### config.mk
export PLATFORM = sky130hd
export DESIGN_NAME = rtc_scan_decoder
export DESIGN_NICKNAME = d
export VERILOG_FILES = /design/src/rtl/rtc_scan_decoder.sv
export SDC_FILE = /design/constraint.sdc
export NUM_CORES = 1
export LEC_CHECK = 0
export ABC_AREA = 1
export CAP_MARGIN = 20
export CORE_MARGIN = 8
export CORE_UTILIZATION = 49
export CTS_CLUSTER_DIAMETER = 80
export DETAILED_ROUTE_END_ITERATION = 8
export GPL_TIMING_DRIVEN = 0
export PLACE_DENSITY = 0.76
export SKIP_LAST_GASP = 1
export SLEW_MARGIN = 25
export SYNTH_ARGS = -nofsm -noshare
export SYNTH_HDL_FRONTEND = slang
export SYNTH_SLANG_ARGS = --single-unit
### constraint.sdc
create_clock -name intclk -period 2 [get_ports intclk]
set_input_delay 0.4 -clock intclk [delete_from_list [all_inputs] [get_ports intclk]]
set_output_delay 0.4 -clock intclk [all_outputs]
set_load 0.005 [all_outputs]
### src/rtl/rtc_scan_decoder.sv
// Receive-side decoder for a multiplexed 7-segment scan: filters each dwell, decodes glyphs to BCD, rebuilds frames.
// Optional idle timeout enabled by defining RTC_SCAN_TIMEOUT_EN.
module rtc_scan_decoder #(
    parameter int NDIG        = 6,
    parameter int STABLE_CNT  = 2,
    parameter int TIMEOUT_CYC = 64
) (
    input  logic                intclk,
    input  logic                i_reset_n,
    input  logic [7:0]          i_sel,
    input  logic [7:0]          i_seg,
    output logic [4*NDIG-1:0]   o_bcd,
    output logic [NDIG-1:0]     o_dp,
    output logic [4*NDIG-1:0]   o_frame_bcd,
    output logic                o_frame_done,
    output logic                o_err_seq,
    output logic                o_err_glyph
`ifdef RTC_SCAN_TIMEOUT_EN
    ,
    output logic                o_timeout
`endif
);

    typedef enum logic {SYNC, RUN} state_t;

    state_t              state_q, state_d;
    logic [2:0]          expect_q, expect_d;
    logic [15:0]         samp_q, samp_d;
    logic [3:0]          cnt_q, cnt_d;
    logic [4*NDIG-1:0]   bcd_q, bcd_d;
    logic [NDIG-1:0]     dp_q, dp_d;
    logic [4*NDIG-1:0]   fbcd_q, fbcd_d;
    logic                done_q, done_d;
    logic                eseq_q, eseq_d;
    logic                eglyph_q, eglyph_d;

    logic                changed;
    logic                accept;
    logic [3:0]          sel_hits;
    logic [2:0]          sel_idx;
    logic                sel_blank;
    logic                sel_valid;
    logic [6:0]          lit;
    logic [3:0]          glyph;
    logic                glyph_bad;
    logic                store;

`ifdef RTC_SCAN_TIMEOUT_EN
    localparam int TW = $clog2(TIMEOUT_CYC + 1);
    logic [TW-1:0]       to_cnt_q, to_cnt_d;
    logic                to_q, to_d;
    logic                accept_valid;
`endif

    // Stability filter: a dwell is accepted only on the cycle its run length hits STABLE_CNT.
    always_comb begin
        samp_d  = {i_sel, i_seg};
        changed = (samp_d != samp_q);
        cnt_d   = cnt_q;
        if (changed) begin
            cnt_d = 4'd1;
        end else if (cnt_q != 4'(STABLE_CNT)) begin
            cnt_d = cnt_q + 4'd1;
        end
        accept = (cnt_d == 4'(STABLE_CNT)) && (changed || (cnt_q != 4'(STABLE_CNT)));
    end

    always_comb begin
        sel_hits = 4'd0;
        sel_idx  = 3'd0;
        for (int k = 0; k < 8; k++) begin
            if (!i_sel[k]) begin
                sel_hits = sel_hits + 4'd1;
                sel_idx  = 3'(k);
            end
        end
        sel_blank = (i_sel == 8'hFF);
        sel_valid = (sel_hits == 4'd1) && (int'(sel_idx) < NDIG);
    end

    always_comb begin
        lit       = ~i_seg[6:0];
        glyph_bad = 1'b0;
        case (lit)
            7'b0111111: glyph = 4'd0;
            7'b0000110: glyph = 4'd1;
            7'b1011011: glyph = 4'd2;
            7'b1001111: glyph = 4'd3;
            7'b1100110: glyph = 4'd4;
            7'b1101101: glyph = 4'd5;
            7'b1111101: glyph = 4'd6;
            7'b0000111: glyph = 4'd7;
            7'b1111111: glyph = 4'd8;
            7'b1101111: glyph = 4'd9;
            7'b0000000: glyph = 4'hF;
            default: begin
                glyph     = 4'hE;
                glyph_bad = 1'b1;
            end
        endcase
    end

    always_comb begin
        state_d  = state_q;
        expect_d = expect_q;
        bcd_d    = bcd_q;
        dp_d     = dp_q;
        fbcd_d   = fbcd_q;
        done_d   = 1'b0;
        eseq_d   = 1'b0;
        eglyph_d = 1'b0;
        store    = 1'b0;

        if (accept && !sel_blank) begin
            if (!sel_valid) begin
                eseq_d  = 1'b1;
                state_d = SYNC;
            end else if (state_q == SYNC) begin
                store = (sel_idx == 3'd0);
            end else if (sel_idx == expect_q) begin
                store = 1'b1;
            end else if (sel_idx == 3'd0) begin
                // Out-of-order digit 0 restarts the frame rather than dropping to SYNC.
                store  = 1'b1;
                eseq_d = 1'b1;
            end else begin
                eseq_d  = 1'b1;
                state_d = SYNC;
            end
        end

        if (store) begin
            bcd_d[4*int'(sel_idx) +: 4] = glyph;
            dp_d[sel_idx]               = ~i_seg[7];
            eglyph_d                    = glyph_bad;
            state_d                     = RUN;
            if (int'(sel_idx) == NDIG - 1) begin
                done_d   = 1'b1;
                fbcd_d   = bcd_d;
                expect_d = 3'd0;
            end else begin
                expect_d = sel_idx + 3'd1;
            end
        end

`ifdef RTC_SCAN_TIMEOUT_EN
        accept_valid = accept && sel_valid;
        to_cnt_d     = to_cnt_q;
        to_d         = to_q;
        if (accept_valid) begin
            to_cnt_d = '0;
            to_d     = 1'b0;
        end else if (to_cnt_q != TW'(TIMEOUT_CYC)) begin
            to_cnt_d = to_cnt_q + TW'(1);
            if (to_cnt_d == TW'(TIMEOUT_CYC)) begin
                to_d    = 1'b1;
                state_d = SYNC;
                bcd_d   = {NDIG{4'hF}};
            end
        end
`endif
    end

    always_ff @(posedge intclk or negedge i_reset_n) begin
        if (!i_reset_n) begin
            state_q  <= SYNC;
            expect_q <= 3'd0;
            samp_q   <= 16'hFFFF;
            cnt_q    <= 4'd0;
            bcd_q    <= {NDIG{4'hF}};
            dp_q     <= '0;
            fbcd_q   <= {NDIG{4'hF}};
            done_q   <= 1'b0;
            eseq_q   <= 1'b0;
            eglyph_q <= 1'b0;
`ifdef RTC_SCAN_TIMEOUT_EN
            to_cnt_q <= '0;
            to_q     <= 1'b0;
`endif
        end else begin
            state_q  <= state_d;
            expect_q <= expect_d;
            samp_q   <= samp_d;
            cnt_q    <= cnt_d;
            bcd_q    <= bcd_d;
            dp_q     <= dp_d;
            fbcd_q   <= fbcd_d;
            done_q   <= done_d;
            eseq_q   <= eseq_d;
            eglyph_q <= eglyph_d;
`ifdef RTC_SCAN_TIMEOUT_EN
            to_cnt_q <= to_cnt_d;
            to_q     <= to_d;
`endif
        end
    end

    assign o_bcd        = bcd_q;
    assign o_dp         = dp_q;
    assign o_frame_bcd  = fbcd_q;
    assign o_frame_done = done_q;
    assign o_err_seq    = eseq_q;
    assign o_err_glyph  = eglyph_q;
`ifdef RTC_SCAN_TIMEOUT_EN
    assign o_timeout    = to_q;
`endif

endmodule

==> Word level (Yosys, flattened, before mapping) <==
Index checks and enable logic that the tools add are counted.
{ "classes": {"bitwise_logic": 2, "muxes": 40, "shifts": 2, "n_reduce_logical": 11, "order_cmp": 3, "eq_ne": 17, "n_addsub": 10} }
{ "op_table": {"columns": ["operator", "n"], "rows": [
  ["7-bit equality test (second input constant)", 7],
  ["4-bit case mux with 11 select lines", 1],
  ["4-bit two-way mux", 9],
  ["5-bit negation with 33-bit output", 1],
  ["4-bit by 33-bit variable shift with 24-bit output (first input constant)", 1],
  ["4-bit by 33-bit variable part select with 24-bit output", 1],
  ["4-bit by 1-bit adder with 4-bit output (second input constant)", 8],
  ["24-bit bitwise mux", 1],
  ["3-bit two-way mux", 7],
  ["1-bit two-way mux", 20],
  ["16-bit != test", 1],
  ["7-bit by 3-bit equality test with 1-bit output (second input constant)", 2],
  ["11-bit OR reduction", 1],
  ["8-bit equality test (second input constant)", 1],
  ["7-bit by 6-bit equality test with 1-bit output (second input constant)", 1],
  ["7-bit zero test", 1],
  ["7-bit NOT", 1],
  ["6-bit bitwise mux", 1],
  ["4-bit by 1-bit equality test with 1-bit output (second input constant)", 1],
  ["4-bit by 2-bit equality test with 1-bit output (second input constant)", 1],
  ["1-bit logical AND", 4],
  ["3-bit by 4-bit less-than comparator with 1-bit output (second input constant)", 1],
  ["4-bit by 2-bit != test with 1-bit output (second input constant)", 1],
  ["3-bit by 1-bit adder with 3-bit output (second input constant)", 1],
  ["other kinds (11)", 11]
]} }
{ "totals": {"regBits": 81, "input_bits": 18, "elab_cells": 95, "output_inout_bits": 57} }

==> Longest topological paths before layout <==
Gate-level depths: netlist (run 1).
{ "depth": {"depth_word": 20, "depth_mapped": 26, "depth_no_buf": 25} }

==> Worst setup path after synthesis (run 1) <==
Ideal clock, no wire load.
{ "synth_timing": {"kind": "in2reg", "from": "in i_sel[1]", "to": "reg fbcd_q[11] (netlist: o_frame_bcd[11])", "required_time_ns": 1.924, "slack_ns": -1.371, "setup_ns": 0.076, "t_arrival_ns": 3.295, "n_path_buf": 1, "stages": 25, "path_cell_list": "inv_1 ha_1 inv_1 nand2_1 nand2_1 ha_1 or2_1 and2_1 ha_1 nand2_1 nand2_1 ha_1 nand4_1 nand2_1 nand2_1 nand2_1 nor2_1 nand2_1 nor2_1 nand3_2 nor2_4 nand2_2 buf_2 nand2_1 nand2_1"} }
{ "synth_via": {"elab_chain_len": 18, "elab_cells_between_ends": 44, "cone_classes": "add/sub (7); order compare (1); eq/ne (6); shift (2); mux (21); reduce/logical (7)"} }
{ "synth_lines": {"columns": ["item", "line_no", "text"], "rows": [
  ["from (decl)", "10", "input logic [7:0] i_sel,"],
  ["4-bit two-way mux", "72", "if (!i_sel[k]) begin"],
  ["4-bit by 1-bit adder with 4-bit output", "73", "sel_hits = sel_hits + 4'd1;"],
  ["4-bit two-way mux", "72", null],
  ["4-bit by 1-bit adder with 4-bit output", "73", null],
  ["4-bit two-way mux", "72", null],
  ["4-bit by 1-bit adder with 4-bit output", "73", null],
  ["4-bit two-way mux", "72", null],
  ["4-bit by 1-bit adder with 4-bit output", "73", null],
  ["[2 not listed]", null, null],
  ["4-bit two-way mux", "72", null],
  ["4-bit by 1-bit adder with 4-bit output", "73", null],
  ["4-bit two-way mux", "72", null],
  ["4-bit by 1-bit equality test with 1-bit output", "78", "sel_valid = (sel_hits == 4'd1) && (int'(sel_idx) < NDIG);"],
  ["1-bit logical AND", "78", null],
  ["1-bit two-way mux", "115", "if (!sel_valid) begin"],
  ["1-bit two-way mux", "114", "if (accept && !sel_blank) begin"],
  ["2-bit AND reduction (no line)", null, null],
  ["to (signal assigned)", "172", "fbcd_q <= {NDIG{4'hF}};"],
  ["to (decl)", "32", "logic [4*NDIG-1:0] fbcd_q, fbcd_d;"]
]} }
Parallel ways exist; a longest one is shown, timed or not.
A chain may end at the register's enable or synchronous reset.

==> Worst setup path in the final report (run 1) <==
{ "layout_timing": {"from": "in i_sel[0]", "to": "reg fbcd_q[23] (netlist: o_frame_bcd[23])"} }
{ "layout_via": {"elab_chain_len": 20, "elab_cells_between_ends": 28, "cone_classes": "add/sub (7); eq/ne (4); mux (11); reduce/logical (6)"} }
{ "layout_lines": {"columns": ["item", "line_no"], "rows": [
  ["1-bit two-way mux", "72"],
  ["4-bit by 1-bit adder with 4-bit output", "73"],
  ["4-bit two-way mux", "72"],
  ["4-bit by 1-bit adder with 4-bit output", "73"],
  ["4-bit two-way mux", "72"],
  ["4-bit by 1-bit adder with 4-bit output", "73"],
  ["4-bit two-way mux", "72"],
  ["4-bit by 1-bit adder with 4-bit output", "73"],
  ["[4 not listed]", null],
  ["4-bit two-way mux", "72"],
  ["4-bit by 1-bit adder with 4-bit output", "73"],
  ["4-bit two-way mux", "72"],
  ["4-bit by 1-bit equality test with 1-bit output", "78"],
  ["1-bit logical AND", "78"],
  ["1-bit two-way mux", "115"],
  ["1-bit two-way mux *", "114"],
  ["2-bit AND reduction (no line) *", null]
]} }
Mark *: on every way between the ends. The rest lies on a longest branch, timed or not.

==> results of run 1 <==
## sequential cells by signal, summed over array words and instances, names as in the netlist
name,flops
state_q,1
o_dp,6
o_err_seq,1
o_frame_bcd,24
expect_q,3
o_bcd,24
samp_q,16
o_err_glyph,1
cnt_q,4
o_frame_done,1
## repair_timing
action | CTS | global route
hold buffers | 1 | 0
resized for setup | 80 | 34
setup buffers | 20 | 5
endpoints found under the hold margin | 2 | 0
pin swaps | 24 | 22
cloned | 7 | 0
endpoints found under the setup margin | 61 | 61
## worst paths after layout
check,endpoint,from,depth (start not counted),slack [ps]
max reg2reg,o_frame_bcd[23]$_DFFE_PN1P_,cnt_q[0]$_DFF_PN0_,14,-270
min reg2reg,o_frame_bcd[11]$_DFFE_PN1P_,o_frame_bcd[11]$_DFFE_PN1P_,2,460
max in group asynchronous,o_frame_bcd[10]$_DFFE_PN1P_,i_reset_n,3,850
min in group asynchronous,o_err_glyph$_DFF_PN0_,i_reset_n,2,490
max,o_frame_bcd[23]$_DFFE_PN1P_,i_sel[0],29,-1260
min,samp_q[10]$_DFF_PN1_,i_sel[2],1,130
## Yosys cell counts (4+ instances only)
master	n	area [um2]
ha_1	13	163
nand3_1	72	360
nand2_1	259	972
nor2_1	57	214
buf_2	10	50.1
nor2_2	4	25.0
inv_1	72	270
a21oi_1	7	35.0
o21ai_0	20	100
inv_2	8	30.0
dfrtp_1	17	425
dfstp_2	64	1680
nor3_1	7	35.0
nand4_1	10	62.6
## power breakdown
part / total [mW] / internal [mW] / switching (mW)
Sequential: 1.68 / 1.67 / 0.00812
Clock: 1.30 / 0.605 / 0.695
Combinational: 0.500 / 0.191 / 0.309
## through the flow
stage | setup TNS (ps) | instances | util [%] | worst slack, ps
finish | -70910 | 897 | 69.5 | -1260
global route | -80430 | 897 | 69.5 | -1420
CTS | -60370 | 896 | 68.4 | -1070
detailed placement | -139540 | 856 | 61.7 | -2380
global placement | -260950 | 855 | 61.4 | -2310
floorplan | -73750 | 652 | - | -1250
## routing by layer
metal	up-vias	track usage, %
li1	2269	-
met1	2188	27.1
met2	198	34.3
met3	30	4.49
met4	0	8.79
met5	-	0
## critical path: cells and delay by family
family | cells | cell delay [ps]
buffers and inverters | 6 | 570
AND/OR/NAND/NOR | 19 | 1690
adder cells (fa/ha/maj) | 4 | 890
## layout make-up
type                    instances  area [um2]
flip-flops and latches         81        2110
well taps                     129         161
plain buffers                  13         131
multi-input cells             476        2460
fillers                       743        2820
clock buffers                   9         124
inverters                      81         332
clock inverters                 7        86.3
repair buffers                101        1020
## cell families (layout without fill, tap and decap cells)
kind of cell               after synthesis  count (layout)
xor gates and xnor gates                 5               5
AOI/OAI and AO/OA                       34              34
DFF                                     81              81
buffers and inverters                   96             211
and+or+nand+nor                        423             424
adders and majority gates               13              13
==> metrics, run 1 <==
outcome=finished, violations left; violated checks=setup timing; layout cell share with drive strength beyond 1=26.3%; CTS clock-pin slew for the worst setup and hold paths=100 ps; largest net degree at the start of global routing=55; Row Count=35; Leakage=3.09 nW; routed via count=roughly 4,700; Slew HR=a little under three fifths; Required @ worst endpoint=between 2000 and 2500 ps; initial antenna violation count=0; Worst setup EP type=register; MaxCap Viol Count=0; Post-Synth Simple-Gate Area=around two fifths; peak supply drop=0.406 mV; Setup WS post-layout=-1260 ps; Post-Route M1 WL=5910 um; critical path's largest stage delay=approximately 280 ps; clock root buffer=clkbuf_8; Residual DRC=0; post-route clock period utilization=163%; Synth Flop Type=dfstp_2; Synth Cell Area=around 0.0047 mm2; Via density=about 5.2; met3 wire len=roughly 970 um; Nets=slightly below 800; EDFF count, synth=0; Fin Hold WS=~130 ps; ant diodes=0; most common cell after layout, fill and taps aside=nand2_1; CTS tree=built; Core ar.=roughly 0.0092 mm2; fin area=0.00642 mm2; Mean Syn Cell Area=roughly 7 um2; Top Ports=between 70 and 80; post-synthesis mux area share=0%; Max Clk Rate=0.307 GHz; Initial DRC Count=292; adder-cell share of the synthesized area=between 3 and 4%; total power=roughly 3.5 mW; I/O Buffers=between 70 and 80; met2 wire length=~6500 um; GR Overflow Total=0; Sink Count=81; Die Y=approximately 110 um; synth-to-layout area growth=37.9%; Pins Over Slew Limit=0; Syn Nets=just under 700; Hold Crit Class=in -> reg; Worst-Margin Slew=between 600 and 700 ps; cell count after synthesis=roughly 650; first-pass GRT wire length=22,100 um; gp weighted congestion=0.875; CTS Buf Count=9; register bit total from synthesis=81; slowest stage cell, crit path=ha_4; number of global-route vias before repair=4,525; Starting Density=50.4%; post-synth cell types=32; DP Area=~0.0057 mm2; drt first pass iters=8; Setup crit start kind=primary input; worst-skew pair later-pin latency=about 370 ps; most frequent cells in the layout=nand2_1, clkdlybuf4s50_1, inv_1, dfstp_2, nand3_1; DR top layer=met4; die area=approximately 0.013 mm2; Post-Synth XOR/XNOR Area=less than 1%; RSZ-0062 raised after global routing=yes; compound-gate portion of the synthesized area=under 10%; Wirelength per Cell=between 15 and 20 um; clock buffer depth=2; antenna viol nets, final=0; hpwl dp=~9200 um; Worst EP arrival=3560 ps; Final Setup Violations=between 60 and 70; Final Hold Fails=0; Max FO, Critical Path=6; Synth async-reset ratio=100%; post-synthesis sequential area ratio=between 40% and 50%; minimum clock period=roughly 3300 ps; skew final=about 13 ps; yosys warns=0; Crit Path Class=in -> reg; Die Wd=around 110 um; All-Layer GR Usage=approximately a fifth; PwrDens=between 500 and 600 mW/mm2; H-tree levels=3; drt total wl=~14,000 um; largest family of logic cells by synthesized area=simple AND/OR/NAND/NOR gates
(Power assumes the default switching activity.)
==> inputs of run 2 (changes only) <==
--- a/config.mk
+++ b/config.mk
@@ -11,7 +11,6 @@
 export CORE_UTILIZATION = 49
 export CTS_CLUSTER_DIAMETER = 80
 export DETAILED_ROUTE_END_ITERATION = 8
-export GPL_TIMING_DRIVEN = 0
 export PLACE_DENSITY = 0.76
 export SKIP_LAST_GASP = 1
 export SLEW_MARGIN = 25
==> run 2 against run 1 <==
  * The run still ends with setup timing left
  * Clock power is 8% lower
  * Highest routed layer unchanged
  * Final cell count up 10%
  * Worst setup slack got worse by 330 ps
  * Routed wire length grew 28%
  * Core utilization is 8.7 points higher
  * Non-clock buffer count grew 88
  * Maximum frequency decreased by 9.3%
  * Clock skew hardly changed
  * Critical path type unchanged
  * Critical path depth up 1
  * Flip-flop and latch count unchanged
  * First-iteration DRC count rose by 71%
  * Register-to-register slack worse by 40 ps
==> metrics, run 2 (synthesis results as in run 1) <==
minimum clock period=3590 ps (was 3260 ps); Slew HR=51.5% (was 56.1%); Worst EP arrival=3900 ps (was 3560 ps); CTS clock-pin slew for the worst setup and hold paths=100 ps (about the same); number of global-route vias before repair=5,531 (was 4,525); die area=0.0129 mm2 (unchanged); Leakage=3.60 nW (was 3.09 nW); Pins Over Slew Limit=0 (unchanged); drt total wl=17,500 um (was 13,700 um); drt first pass iters=5 (was 8); post-route clock period utilization=180% (was 163%); Crit Path Class=in -> reg (unchanged); I/O Buffers=74 (unchanged); MaxCap Viol Count=0 (unchanged); clock buffer depth=2 (unchanged); layout cell share with drive strength beyond 1=33.8% (was 26.3%); gp weighted congestion=0.872 (was 0.875); CP delay by family, top=simple AND/OR/NAND/NOR gates (unchanged); CTS tree=built (unchanged); ant diodes=0 (unchanged); clock root buffer=clkbuf_8 (unchanged); Hold Crit Class=in -> reg (unchanged); routed via count=5,549 (was 4,685); Row Count=35 (unchanged); largest net degree at the start of global routing=38 (was 55); Nets=885 (was 794); first-pass GRT wire length=26,000 um (was 22,100 um); Max Clk Rate=0.278 GHz (was 0.307 GHz); Starting Density=50.4% (unchanged); Core ar.=0.00924 mm2 (unchanged); Final Setup Violations=61 (unchanged); buffers and inverters on the worst path=8 (was 6); Wirelength per Cell=17.7 um (was 15.3 um); skew final=12.9 ps (was 13.0 ps); critical path's largest stage delay=300 ps (was 280 ps); RSZ-0062 raised after global routing=yes (unchanged); initial antenna violation count=0 (unchanged); Worst setup EP type=register (unchanged); Setup crit start kind=primary input (unchanged); outcome=finished, violations left (unchanged); worst-skew pair later-pin latency=370 ps (about the same); H-tree levels=3 (unchanged); Sink Count=81 (unchanged); hpwl dp=9780 um (was 9150 um); CTS Buf Count=9 (unchanged); Via density=5.62 (was 5.22); Residual DRC=0 (unchanged); PwrDens=486 mW/mm2 (was 542 mW/mm2); Top Ports=75 (unchanged); Max FO, Critical Path=5 (was 6); Die Wd=114 um (unchanged); violated checks=setup timing (unchanged); Die Y=114 um (unchanged); synth-to-layout area growth=55.0% (was 37.9%); Required @ worst endpoint=2310 ps (was 2300 ps); Final Non-Filler Cells=988 (was 897); most common cell after layout, fill and taps aside=nand2_1 (unchanged); Setup WS post-layout=-1590 ps (was -1260 ps); CP dominant cell by count=nand2_1; Worst-Margin Slew=724 ps (was 659 ps); GR Overflow Total=0 (unchanged); Final Hold Fails=0 (unchanged); DP Area=0.00635 mm2 (was 0.00570 mm2); Initial DRC Count=499 (was 292); All-Layer GR Usage=24.9% (was 21.3%); slowest stage cell, crit path=ha_1 (was ha_4); cell count after placement=943 (was 856); most frequent cells in the layout=nand2_1, buf_4, clkdlybuf4s50_1, inv_1, dfstp_2 (was nand2_1, clkdlybuf4s50_1, inv_1, dfstp_2, nand3_1); fin area=0.00722 mm2 (was 0.00642 mm2); peak supply drop=0.353 mV (was 0.406 mV); antenna viol nets, final=0 (unchanged); pre-CTS setup slack=-2190 ps (was -2380 ps)
## run 2: changes by cell type in the layout (fill, tap and decap cells not counted), moves of 3 or more
cell,change
buf_12,+4
buf_16,+3
buf_4,+92
buf_6,-7
nand3_1,+3
nand3_2,-5
o21ai_1,-3
## run 2: layer usage
layer	GRT usage (%)	wire length, um	vias up
met5	0	0	-
li1	-	-	2457
met3	6.92	1870	137
met2	42.1	8300	365
met4	13.5	1080	0
met1	27.9	6280	2590
## run 2: final timing paths
check / startpoint / end / slack [ps] / depth (start not counted)
max: i_sel[0] / o_bcd[3]$_DFFE_PN1P_ / -1590 / 30
min: i_sel[1] / samp_q[9]$_DFF_PN1_ / 140 / 1
max reg2reg: cnt_q[1]$_DFF_PN0_ / o_bcd[3]$_DFFE_PN1P_ / -310 / 13
min reg2reg: o_frame_bcd[1]$_DFFE_PN1P_ / o_frame_bcd[1]$_DFFE_PN1P_ / 470 / 2
max in group asynchronous: i_reset_n / samp_q[13]$_DFF_PN1_ / 830 / 3
min in group asynchronous: i_reset_n / o_err_glyph$_DFF_PN0_ / 530 / 2
## run 2: layout make-up
cell class	instances	area, um2
clock inverters	6	47.5
repair buffers	202	1930
clock buffers	10	138
inverters	81	337
fillers	554	2020
well taps	129	161
flip-flops and latches	81	2110
multi-input cells	478	2490
repair inverters	1	8.76
## run 2: repair_timing
| action | 4_1_cts | 5_1_grt |
|---|---|---|
| gates cloned | 9 | 2 |
| pin swaps | 30 | 19 |
| endpoints found under the setup margin | 61 | 63 |
| setup buffers | 16 | 6 |
| resized for setup | 73 | 31 |
| endpoints found under the hold margin | 2 | 0 |
| hold buffers | 1 | 0 |
## run 2: metrics by stage
step / hold slack [ps] / utilization [%] / power [mW] / setup TNS (ps)
final: 144 / 78.2 / 3.51 / -88230
after global routing: 131 / 78.2 / 3.64 / -102430
after CTS: 181 / 76.8 / 3.44 / -73560
after detailed placement: 399 / 68.8 / 2.24 / -130190
after global placement: 396 / 68.8 / 2.22 / -123300
after floorplan: 104 / - / 1.95 / -73750
## run 2: worst reg2reg max path: stages, from the launching register on
cell and delay, ps:
dfrtp_1 410, ha_1 200, xnor2_1 220, nand2_1 90, nor3_1 270, nand3b_1 200
nor2_4 150, buf_6 120, buf_6 110, buf_12 100, buf_12 110, buf_16 130
nand2_2 60, o21ai_2 80
## run 2: power by group
part           internal [mW]  total [mW]  switching (mW)
sequential              1.67        1.68         0.00890
clock                  0.499        1.19           0.686
combinational          0.279       0.644           0.365
total                   2.45        3.51            1.06
